$ cat src/rtl/mem_lsu_if.sv
// Data-memory bus between the load/store unit (master) and memory (slave).
// Requests are held stable until the memory acknowledges them.
interface mem_lsu_if;
    logic        req;
    logic        we;
    logic [31:0] addr;
    logic [3:0]  be;
    logic [31:0] wdata;
    logic        ack;
    logic [31:0] rdata;

    modport master (
        output req, we, addr, be, wdata,
        input  ack, rdata
    );

    modport slave (
        input  req, we, addr, be, wdata,
        output ack, rdata
    );
endinterface

$ cat src/rtl/mem_lsu.sv
// MEM stage: forwards EX results to WB and runs one big-endian data-memory access at a time.
// Define MEM_LSU_ALIGN_CHECK_EN to reject misaligned halfword/word accesses with align_err_o.
module mem_lsu (
    input  logic             clk,
    input  logic             rst,
    input  logic             ex_valid_i,
    input  logic [4:0]       ex_wd_i,
    input  logic             ex_wreg_i,
    input  logic [31:0]      ex_wdata_i,
    input  logic [31:0]      ex_hi_i,
    input  logic [31:0]      ex_lo_i,
    input  logic             ex_whilo_i,
    input  logic [3:0]       ex_memop_i,
    input  logic [31:0]      ex_maddr_i,
    input  logic [31:0]      ex_mstore_i,
    input  logic             flush_i,
    mem_lsu_if.master        dmem,
    output logic [4:0]       wb_wd_o,
    output logic             wb_wreg_o,
    output logic [31:0]      wb_wdata_o,
    output logic [31:0]      wb_hi_o,
    output logic [31:0]      wb_lo_o,
    output logic             wb_whilo_o,
    output logic             stall_o,
    output logic             align_err_o
);

    typedef enum logic [0:0] {StIdle, StReq} state_e;

    localparam logic [3:0] OpNone = 4'd0;
    localparam logic [3:0] OpLb   = 4'd1;
    localparam logic [3:0] OpLbu  = 4'd2;
    localparam logic [3:0] OpLh   = 4'd3;
    localparam logic [3:0] OpLhu  = 4'd4;
    localparam logic [3:0] OpLw   = 4'd5;
    localparam logic [3:0] OpSb   = 4'd6;
    localparam logic [3:0] OpSh   = 4'd7;
    localparam logic [3:0] OpSw   = 4'd8;

    state_e      state_q, state_d;
    logic [4:0]  wd_q, wd_d;
    logic        wreg_q, wreg_d;
    logic [31:0] hi_q, hi_d;
    logic [31:0] lo_q, lo_d;
    logic        whilo_q, whilo_d;
    logic [3:0]  op_q, op_d;
    logic [1:0]  off_q, off_d;
    logic [31:0] req_addr_q, req_addr_d;
    logic [3:0]  be_q, be_d;
    logic        we_q, we_d;
    logic [31:0] req_wdata_q, req_wdata_d;
    logic [4:0]  wb_wd_q, wb_wd_d;
    logic        wb_wreg_q, wb_wreg_d;
    logic [31:0] wb_wdata_q, wb_wdata_d;
    logic [31:0] wb_hi_q, wb_hi_d;
    logic [31:0] wb_lo_q, wb_lo_d;
    logic        wb_whilo_q, wb_whilo_d;
    logic        align_err_q, align_err_d;

    logic        accept;
    logic [3:0]  op_eff;
    logic        misalign;
    logic        is_store_q;
    logic [7:0]  ld_byte;
    logic [15:0] ld_half;
    logic [31:0] ld_data;

    assign accept = ex_valid_i && !flush_i;
    // Undefined opcodes behave like plain ALU results.
    assign op_eff = (ex_memop_i >= OpLb && ex_memop_i <= OpSw) ? ex_memop_i : OpNone;
    assign is_store_q = (op_q == OpSb) || (op_q == OpSh) || (op_q == OpSw);

`ifdef MEM_LSU_ALIGN_CHECK_EN
    always_comb begin
        misalign = 1'b0;
        if (op_eff == OpLh || op_eff == OpLhu || op_eff == OpSh) begin
            misalign = ex_maddr_i[0];
        end else if (op_eff == OpLw || op_eff == OpSw) begin
            misalign = |ex_maddr_i[1:0];
        end
    end
`else
    assign misalign = 1'b0;
`endif

    // Big-endian lane select: offset 0 is the most significant byte.
    always_comb begin
        ld_byte = dmem.rdata[31:24];
        unique case (off_q)
            2'd0: ld_byte = dmem.rdata[31:24];
            2'd1: ld_byte = dmem.rdata[23:16];
            2'd2: ld_byte = dmem.rdata[15:8];
            2'd3: ld_byte = dmem.rdata[7:0];
            default: ld_byte = dmem.rdata[31:24];
        endcase
        ld_half = off_q[1] ? dmem.rdata[15:0] : dmem.rdata[31:16];
        unique case (op_q)
            OpLb:    ld_data = {{24{ld_byte[7]}}, ld_byte};
            OpLbu:   ld_data = {24'd0, ld_byte};
            OpLh:    ld_data = {{16{ld_half[15]}}, ld_half};
            OpLhu:   ld_data = {16'd0, ld_half};
            default: ld_data = dmem.rdata;
        endcase
    end

    always_comb begin
        state_d     = state_q;
        wd_d        = wd_q;
        wreg_d      = wreg_q;
        hi_d        = hi_q;
        lo_d        = lo_q;
        whilo_d     = whilo_q;
        op_d        = op_q;
        off_d       = off_q;
        req_addr_d  = req_addr_q;
        be_d        = be_q;
        we_d        = we_q;
        req_wdata_d = req_wdata_q;
        wb_wd_d     = wb_wd_q;
        wb_wreg_d   = wb_wreg_q;
        wb_wdata_d  = wb_wdata_q;
        wb_hi_d     = wb_hi_q;
        wb_lo_d     = wb_lo_q;
        wb_whilo_d  = wb_whilo_q;
        align_err_d = 1'b0;

        unique case (state_q)
            StIdle: begin
                wb_wd_d    = 5'd0;
                wb_wreg_d  = 1'b0;
                wb_wdata_d = 32'd0;
                wb_hi_d    = 32'd0;
                wb_lo_d    = 32'd0;
                wb_whilo_d = 1'b0;
                if (accept) begin
                    if (op_eff == OpNone) begin
                        wb_wd_d    = ex_wd_i;
                        wb_wreg_d  = ex_wreg_i;
                        wb_wdata_d = ex_wdata_i;
                        wb_hi_d    = ex_hi_i;
                        wb_lo_d    = ex_lo_i;
                        wb_whilo_d = ex_whilo_i;
                    end else if (misalign) begin
                        align_err_d = 1'b1;
                    end else begin
                        wd_d        = ex_wd_i;
                        wreg_d      = ex_wreg_i;
                        hi_d        = ex_hi_i;
                        lo_d        = ex_lo_i;
                        whilo_d     = ex_whilo_i;
                        op_d        = op_eff;
                        off_d       = ex_maddr_i[1:0];
                        req_addr_d  = {ex_maddr_i[31:2], 2'b00};
                        be_d        = 4'b1111;
                        we_d        = 1'b0;
                        req_wdata_d = ex_mstore_i;
                        unique case (op_eff)
                            OpSb: begin
                                we_d        = 1'b1;
                                be_d        = 4'b1000 >> ex_maddr_i[1:0];
                                req_wdata_d = {4{ex_mstore_i[7:0]}};
                            end
                            OpSh: begin
                                we_d        = 1'b1;
                                be_d        = ex_maddr_i[1] ? 4'b0011 : 4'b1100;
                                req_wdata_d = {2{ex_mstore_i[15:0]}};
                            end
                            OpSw: we_d = 1'b1;
                            default: ;
                        endcase
                        state_d = StReq;
                    end
                end
            end
            StReq: begin
                if (dmem.ack) begin
                    state_d    = StIdle;
                    wb_wd_d    = wd_q;
                    wb_hi_d    = hi_q;
                    wb_lo_d    = lo_q;
                    wb_whilo_d = whilo_q;
                    wb_wreg_d  = is_store_q ? 1'b0 : wreg_q;
                    wb_wdata_d = is_store_q ? 32'd0 : ld_data;
                end
            end
            default: state_d = StIdle;
        endcase
    end

    always_ff @(posedge clk) begin
        if (!rst) begin
            state_q <= StIdle;
        end else begin
            state_q <= state_d;
        end
    end

    always_ff @(posedge clk) begin
        if (!rst) begin
            wd_q        <= 5'd0;
            wreg_q      <= 1'b0;
            hi_q        <= 32'd0;
            lo_q        <= 32'd0;
            whilo_q     <= 1'b0;
            op_q        <= OpNone;
            off_q       <= 2'd0;
            req_addr_q  <= 32'd0;
            be_q        <= 4'd0;
            we_q        <= 1'b0;
            req_wdata_q <= 32'd0;
            wb_wd_q     <= 5'd0;
            wb_wreg_q   <= 1'b0;
            wb_wdata_q  <= 32'd0;
            wb_hi_q     <= 32'd0;
            wb_lo_q     <= 32'd0;
            wb_whilo_q  <= 1'b0;
            align_err_q <= 1'b0;
        end else begin
            wd_q        <= wd_d;
            wreg_q      <= wreg_d;
            hi_q        <= hi_d;
            lo_q        <= lo_d;
            whilo_q     <= whilo_d;
            op_q        <= op_d;
            off_q       <= off_d;
            req_addr_q  <= req_addr_d;
            be_q        <= be_d;
            we_q        <= we_d;
            req_wdata_q <= req_wdata_d;
            wb_wd_q     <= wb_wd_d;
            wb_wreg_q   <= wb_wreg_d;
            wb_wdata_q  <= wb_wdata_d;
            wb_hi_q     <= wb_hi_d;
            wb_lo_q     <= wb_lo_d;
            wb_whilo_q  <= wb_whilo_d;
            align_err_q <= align_err_d;
        end
    end

    assign dmem.req    = (state_q == StReq);
    assign dmem.we     = we_q;
    assign dmem.addr   = req_addr_q;
    assign dmem.be     = be_q;
    assign dmem.wdata  = req_wdata_q;
    assign stall_o     = (state_q == StReq);
    assign align_err_o = align_err_q;
    assign wb_wd_o     = wb_wd_q;
    assign wb_wreg_o   = wb_wreg_q;
    assign wb_wdata_o  = wb_wdata_q;
    assign wb_hi_o     = wb_hi_q;
    assign wb_lo_o     = wb_lo_q;
    assign wb_whilo_o  = wb_whilo_q;

endmodule

$ cat src/flat_wrapper.sv
// flat-port wrapper written by rule: the top's interface ports become plain ports
module mem_lsu_flat 
  (clk, rst, ex_valid_i, ex_wd_i, ex_wreg_i, ex_wdata_i, ex_hi_i, ex_lo_i, ex_whilo_i, ex_memop_i, ex_maddr_i, ex_mstore_i, flush_i, wb_wd_o, wb_wreg_o, wb_wdata_o, wb_hi_o, wb_lo_o, wb_whilo_o, stall_o, align_err_o, dmem_req, dmem_we, dmem_addr, dmem_be, dmem_wdata, dmem_ack, dmem_rdata);
  mem_lsu_if dmem_i ();
  input  logic clk;
  input  logic rst;
  input  logic ex_valid_i;
  input  logic [4:0] ex_wd_i;
  input  logic ex_wreg_i;
  input  logic [31:0] ex_wdata_i;
  input  logic [31:0] ex_hi_i;
  input  logic [31:0] ex_lo_i;
  input  logic ex_whilo_i;
  input  logic [3:0] ex_memop_i;
  input  logic [31:0] ex_maddr_i;
  input  logic [31:0] ex_mstore_i;
  input  logic flush_i;
  output logic [4:0] wb_wd_o;
  output logic wb_wreg_o;
  output logic [31:0] wb_wdata_o;
  output logic [31:0] wb_hi_o;
  output logic [31:0] wb_lo_o;
  output logic wb_whilo_o;
  output logic stall_o;
  output logic align_err_o;
  output wire logic [$bits(dmem_i.req)-1:0] dmem_req;
  output wire logic [$bits(dmem_i.we)-1:0] dmem_we;
  output wire logic [$bits(dmem_i.addr)-1:0] dmem_addr;
  output wire logic [$bits(dmem_i.be)-1:0] dmem_be;
  output wire logic [$bits(dmem_i.wdata)-1:0] dmem_wdata;
  input wire logic [$bits(dmem_i.ack)-1:0] dmem_ack;
  input wire logic [$bits(dmem_i.rdata)-1:0] dmem_rdata;
  assign dmem_req = dmem_i.req;
  assign dmem_we = dmem_i.we;
  assign dmem_addr = dmem_i.addr;
  assign dmem_be = dmem_i.be;
  assign dmem_wdata = dmem_i.wdata;
  assign dmem_i.ack = dmem_ack;
  assign dmem_i.rdata = dmem_rdata;
  mem_lsu u_core (.clk(clk), .rst(rst), .ex_valid_i(ex_valid_i), .ex_wd_i(ex_wd_i), .ex_wreg_i(ex_wreg_i), .ex_wdata_i(ex_wdata_i), .ex_hi_i(ex_hi_i), .ex_lo_i(ex_lo_i), .ex_whilo_i(ex_whilo_i), .ex_memop_i(ex_memop_i), .ex_maddr_i(ex_maddr_i), .ex_mstore_i(ex_mstore_i), .flush_i(flush_i), .dmem(dmem_i), .wb_wd_o(wb_wd_o), .wb_wreg_o(wb_wreg_o), .wb_wdata_o(wb_wdata_o), .wb_hi_o(wb_hi_o), .wb_lo_o(wb_lo_o), .wb_whilo_o(wb_whilo_o), .stall_o(stall_o), .align_err_o(align_err_o));
endmodule
$ cat config.mk
export PLATFORM = sky130hd
export DESIGN_NAME = mem_lsu_flat
export DESIGN_NICKNAME = d
export VERILOG_FILES = /design/src/rtl/mem_lsu_if.sv /design/src/rtl/mem_lsu.sv /design/src/flat_wrapper.sv
export SDC_FILE = /design/constraint.sdc
export NUM_CORES = 1
export LEC_CHECK = 0
export CORE_MARGIN = 2
export CORE_UTILIZATION = 49
export DETAILED_ROUTE_END_ITERATION = 8
export GPL_ROUTABILITY_DRIVEN = 0
export PLACE_DENSITY = 0.86
export SYNTH_ARGS = -nofsm -noshare
export SYNTH_HDL_FRONTEND = slang
export SYNTH_SLANG_ARGS = --single-unit
$ cat constraint.sdc
create_clock -name clk -period 3.1 [get_ports clk]
set_clock_uncertainty 0.2 [all_clocks]
set_input_delay 0.775 -clock clk [delete_from_list [all_inputs] [get_ports clk]]
set_output_delay 0.775 -clock clk [all_outputs]
set_load 0.005 [all_outputs]
==> results.md, run 1 <==
* Critical path's most frequent cell: buf_4
* I/O pin cnt at roughly 380
* Core area at between 0.02 and 0.025 mm2
* Mean number of vias per cell at 5.99
* Synthesized cell area at around 0.011 mm2
* 1st-pass router iterations at 6
* Synth-to-Final Area Change at 46.0%
* Clock power frac at 0.422
* Fin Hold WS at 0.253 ns
* Crit end category: register
* Pleak at about 5.5 nW
* First-pass GRT wire length at 59800 um
* Sequential share of power at 0.434
* Internal at just under 6 mW
* Hold Crit Class: reg -> reg
* CP max FO at between 70 and 80
* Status: finished, final reports clean
* Starting Density at 0.496
* Crit path required time at about 3.3 ns
* Worst Tran Pin Value at 0.940 ns
* Critical path class: in -> reg
* Wire length per cell at about 20 um
* Most frequent cells in the layout: 378 x clkdlybuf4s50_1, 277 x nand2_1, 247 x dfxtp_1
* Routed WL at between 30000 and 40000 um
* Chip Width at around 150 um
* Diodes inserted at 0
* Cts hold-fix bufs at 0
* CTS tree: yes
* Vias in the first global route at between 10000 and 15000
* Worst-skew pair later-pin latency at 0.54 ns
* Unrepaired setup endpoints after global routing: no
* IO Port Bufs at 379
* Nets at around 1900
* DIE AREA at roughly 0.023 mm2
* Power per cell area at 497 mW/mm2
* Switching share of power at 0.250
* Max Slew Vio Count at 0
* Setup TNS at 0 ns
* Synth Flop Type: dfxtp_1
* DRC viols at 0
* Max_slew headroom at 0.373
* Final Instance Area at ~0.016 mm2
* Grt ovf at 0
* CP max stage cell: clkdlybuf4s50_1
* Commonest non-fill, non-tap cell in the layout: clkdlybuf4s50_1
* Clock Pin Slew Worst Setup and Hold Paths at ~0.06 ns
* Share of cells above drive strength 1 at 0.0694
* Drt initial violations at 967
* Layout fillers at between 1500 and 2000
* Max Cap Violations at 0
* Avg Synthesized Cell Area at slightly above 8 um2
* Overall Global Routing Usage at 0.311
* Worst path max stage delay at a little under 0.5 ns
* Initial antenna violation count at 0
* Die H at 152 um
* Async SR Flop Fraction at 0
* Seq/Total Area, Yosys at 0.462
* Max Fclk at 0.367 GHz
* Max clock buf depth at 3
* Post-synth EDFFs at 0
* Largest net degree at the start of global routing at 75
* Resized Gates After CTS at 0
* CTS H-Tree Depth at 1
* Worst VDD drop at between 0.4 and 0.5 mV
* Hold Violations, Final at 0
* WP data arrival at 2.97 ns
* Cells after Synth at ~1300
* Final period util at 0.879
* Post-CTS Setup Bufs at 0
* Logic pwr share at 0.143
* Post-DP HPWL at 25500 um
* Clk sinks at ~250
* Placement Cell Area at 0.0148 mm2
* Clock root cell: clkbuf_16
* CTS Buf Count at 27
* Cell variety after synth at between 50 and 60
* Ys Warns at 0
* Worst path cell trace: clkdlybuf4s50_1 > buf_4 > o31ai_1 > buf_4 > and3_4 > buf_12 > nand2_1 > a21oi_1
* ANT nets after route at 0
* Routed vias at roughly 12000
* Seq cells post-synth at 248
* CP Launch Type: input pin
* Final setup fails at 0
* # rows at 54
* Min Tclk post-route at about 2.7 ns
* Sw Pwr at just under 2 mW
-- power by group through the flow --
stage	Sequential [mW]	Clock, mW	Combinational [mW]
6_report	3.39	3.29	1.12
5_1_grt	3.40	3.45	1.20
4_1_cts	3.38	3.32	1.11
3_5_place_dp	3.45	0	1.10
3_3_place_gp	3.45	0	1.08
2_1_floorplan	3.44	0	0.469
-- per-layer routing --
| metal | up-vias | GRT usage | part of all wire |
|---|---|---|---|
| met5 | - | 0 | 0 |
| met4 | 0 | 0.124 | 0.042 |
| met3 | 115 | 0.0850 | 0.099 |
| met2 | 666 | 0.533 | 0.49 |
| met1 | 5500 | 0.370 | 0.37 |
| li1 | 5407 | - | - |
-- stage by stage --
step	std cells	setup WS (ns)	power [mW]	util
after floorplan	1336	0.686	3.91	-
after global placement	1903	0.0662	4.53	0.681
after detailed placement	1903	-0.0585	4.55	0.681
after CTS	1951	0.405	7.81	0.723
after global routing	1951	0.279	8.05	0.723
final	1951	0.375	7.80	0.723
-- path summary, 6_finish.rpt --
check | startpoint | to | slack, ns | depth (start not counted)
max reg2reg | u_core.op_q[1]$_SDFFE_PN0P_ | u_core.wb_wdata_o[16]$_SDFFE_PN0P_ | 0.55 | 4
min | u_core.dmem.addr[16]$_SDFFE_PN0P_ | u_core.dmem.addr[16]$_SDFFE_PN0P_ | 0.25 | 2
max | ex_memop_i[0] | u_core.lo_q[15]$_SDFFE_PN0P_ | 0.38 | 8
min reg2reg | u_core.dmem.addr[16]$_SDFFE_PN0P_ | u_core.dmem.addr[16]$_SDFFE_PN0P_ | 0.25 | 2
-- cells in the mapped netlist (all sizes together), types with 2 or more instances --
| master | number | area (um2) |
|---|---|---|
| mux2i | 8 | 80.1 |
| and3 | 2 | 12.5 |
| a221oi | 85 | 744 |
| nand2b | 4 | 25.0 |
| a211oi | 2 | 20.0 |
| o32ai | 8 | 77.6 |
| a311oi | 16 | 140 |
| buf | 58 | 327 |
| nor3b | 4 | 30.0 |
| nor4b | 4 | 41.3 |
| a32o | 9 | 90.1 |
| a22o | 9 | 78.8 |
| o31ai | 17 | 128 |
| nor3 | 2 | 15.0 |
| and3b | 3 | 26.3 |
| o22ai | 8 | 50.1 |
| o221a | 2 | 22.5 |
| nor2 | 94 | 353 |
| or3 | 2 | 12.5 |
| nand3 | 3 | 15.0 |
| a21o | 8 | 60.1 |
| clkbuf | 77 | 289 |
| a22oi | 7 | 52.6 |
| nor2b | 2 | 12.5 |
| nand2 | 277 | 1040 |
| a21oi | 163 | 820 |
| dfxtp | 248 | 4960 |
| o21ai | 128 | 641 |
| a31oi | 2 | 12.5 |
| inv | 29 | 109 |
| mux2 | 10 | 113 |
| o211ai | 32 | 240 |
-- layout make-up --
cell class	instances	area, um2	share of cell area
inverter	29	111	0.00710
timing repair buffer	422	4250	0.271
multi-input combinational	924	5100	0.325
tap	280	350	0.0223
clock buffer	34	742	0.0473
clock inverter	14	169	0.0108
sequential	248	4970	0.317
-- registers in the layout, summed over array words and instances (netlist names), 2 cells and up --
register	count
u_core.dmem.be	4
u_core.off_q	2
u_core.wb_wdata_o	32
u_core.wd_q	5
u_core.wb_lo_o	32
u_core.lo_q	32
u_core.op_q	4
u_core.dmem.addr	30
u_core.hi_q	32
u_core.wb_wd_o	5
u_core.dmem.wdata	32
u_core.wb_hi_o	32
-- worst max-delay path, delay by kind of cell --
kind                   cells  cell delay [ns]
buffers and inverters      4             1.23
AO/OA/AOI/OAI              2             0.51
AND/OR/NAND/NOR            2             0.42
-- kinds of logic (layout without fill, tap and decap cells) --
logic type | count (synthesis) | after routing | synth area share
AO/OA/AOI/OAI | 500 | 500 | 0.300
XOR/XNOR | 1 | 1 | 0.000815
buffers and inverters | 164 | 499 | 0.0674
flip-flops | 248 | 248 | 0.462
multiplexers | 18 | 18 | 0.0179
other | 1 | 3 | 0.000349
AND/OR/NAND/NOR | 402 | 402 | 0.151
Power figures use the tool's default switching activity.
==> run 2, diff against run 1 <==
CELL_PAD_IN_SITES_DETAIL_PLACEMENT = 0   (was unset)
CELL_PAD_IN_SITES_GLOBAL_PLACEMENT = 1   (was unset)
CORE_UTILIZATION = 35   (was 49)
PLACE_DENSITY = unset   (was 0.86)
PLACE_DENSITY_LB_ADDON = 0.1   (was unset)
==> run 2 against run 1 <==
Net effect: clock-buffer cell count grew 11; highest routed layer is now met5; sequential cell count is the same; maximum frequency grew 3.8%; cell count grew 6.4%; largest cell class unchanged; wire length grew 1.9%; hold slack lost 0.0024 ns; utilization shrank 20 points; combinational power is essentially flat; sequential power is essentially flat.
==> results.md, run 2 (synthesis results as in run 1) <==
* 1st-pass router iterations at 5
* Starting Density at 0.353
* Core area at roughly 0.03 mm2
* Status: finished, final reports clean
* Share of cells above drive strength 1 at 0.0692
* Worst path max stage delay at roughly 0.70 ns
* Unrepaired setup endpoints after global routing: no
* Routed vias at 11100
* Max Cap Violations at 0
* I/O pin cnt at roughly 380
* Initial antenna violation count at 3
* Resized Gates After CTS at 0
* DRC viols at 0
* Worst path cell trace: o21a_1 > or3_1 > o211ai_1 > a21oi_1
* DIE AREA at between 0.03 and 0.04 mm2
* Synth-to-Final Area Change at 48.1%
* Max Fclk at 0.381 GHz
* Worst Tran Pin Value at 0.985 ns
* CTS Buf Count at 29
* Min Tclk post-route at 2.62 ns
* Grt ovf at 0
* Vias in the first global route at about 10000
* Clk sinks at 248
* Largest net degree at the start of global routing at a little over 70
* Final period util at 0.846
* Clock root cell: clkbuf_16
* CTS tree: yes
* Wire length per cell at between 15 and 20 um
* Layout fillers at 2978
* Fin Hold WS at 0.251 ns
* Pleak at approximately 5.5 nW
* Worst-skew pair later-pin latency at ~0.55 ns
* First-pass GRT wire length at a little under 60000 um
* CP max stage cell: or3_1
* Crit path required time at approximately 3.4 ns
* Post-DP HPWL at about 26000 um
* CP delay by family, top: compound AO/OA/AOI/OAI gates
* CTS H-Tree Depth at 1
* Final setup fails at 0
* ANT nets after route at 0
* Nets at 1865
* Mean number of vias per cell at ~5.4
* Max_slew headroom at 0.338
* Critical path class: reg -> reg
* WP buf/inv at 0
* WP data arrival at between 2 and 3 ns
* Worst VDD drop at roughly 0.37 mV
* Clock Pin Slew Worst Setup and Hold Paths at around 0.06 ns
* Cts hold-fix bufs at 0
* IO Port Bufs at 379
* Post-CTS Setup Bufs at 0
* Setup TNS at 0 ns
* CP Launch Type: register
* Die H at 179 um
* Chip Width at between 150 and 200 um
* Max clock buf depth at 3
* CP max FO at 23
* Crit end category: register
* Max Slew Vio Count at 0
* Commonest non-fill, non-tap cell in the layout: clkdlybuf4s50_1
* Hold Crit Class: reg -> reg
* Power per cell area at just under 500 mW/mm2
* Most frequent cells in the layout: 378 x clkdlybuf4s50_1, 277 x nand2_1, 247 x dfxtp_1
* # rows at 64
* Overall Global Routing Usage at 0.233
* Routed WL at 39000 um
* Drt initial violations at 911
* Hold Violations, Final at 0
run 2: cell count changes in the layout (fill, tap and decap cells not counted), sizes merged:
| cell | previous run | this run |
|---|---|---|
| clkinv | 8 | 3 |
| buf | 44 | 47 |
| clkbuf | 34 | 45 |
| diode | 0 | 2 |
| bufinv | 3 | 1 |
| clkinvlp | 2 | 0 |
| inv | 30 | 31 |
run 2: worst register-to-register path, cell delays in order (launching register included):
cell and delay, ns:
dfxtp_1 0.69, o21a_1 0.48, or3_1 0.70, o211ai_1 0.31, a21oi_1 0.18
run 2: worst paths after layout:
path,start,endpoint,slack [ns],cells after the start
worst min register to register,u_core.dmem.addr[11]$_SDFFE_PN0P_,u_core.dmem.addr[11]$_SDFFE_PN0P_,0.25,2
worst min-delay path,u_core.dmem.addr[11]$_SDFFE_PN0P_,u_core.dmem.addr[11]$_SDFFE_PN0P_,0.25,2
worst max register to register,u_core.op_q[1]$_SDFFE_PN0P_,u_core.wb_wdata_o[29]$_SDFFE_PN0P_,0.48,4
worst max-delay path,u_core.op_q[1]$_SDFFE_PN0P_,u_core.wb_wdata_o[29]$_SDFFE_PN0P_,0.48,4
run 2: area by class of cell:
type	instances	area, um2	share of cell area
tap	396	495	0.0311
inverter	29	111	0.00700
sequential	248	4970	0.312
timing repair buffer	425	4300	0.270
antenna	2	5.00	0.000314
clock inverter	6	73.8	0.00464
clock buffer	45	856	0.0538
multi-input combinational	924	5110	0.321
run 2: layer usage:
metal | global-route usage | vias to the layer above | share of wire
met5 | 0 | - | 0.00069
met4 | 0.0659 | 4 | 0.024
met3 | 0.0651 | 62 | 0.089
met2 | 0.361 | 391 | 0.45
met1 | 0.316 | 5264 | 0.43
li1 | - | 5406 | -
run 2: report_power, final:
part | switching [mW] | internal, mW | total (mW) | leakage, nW
Sequential | 0.0704 | 3.31 | 3.38 | 2.02
Combinational | 0.527 | 0.592 | 1.12 | 3.06
Clock | 1.36 | 1.98 | 3.34 | 0.459
run 2: through the flow:
step	total power, mW	cells	util	setup slack [ns]	area, um2
after floorplan	3.91	1336	-	0.686	10800
after global placement	4.56	2022	0.492	0.120	15000
after detailed placement	4.57	2022	0.492	0.0725	15000
after CTS	7.94	2073	0.523	0.553	15900
after global routing	8.19	2074	0.523	0.334	15900
final	7.84	2075	0.523	0.476	15900
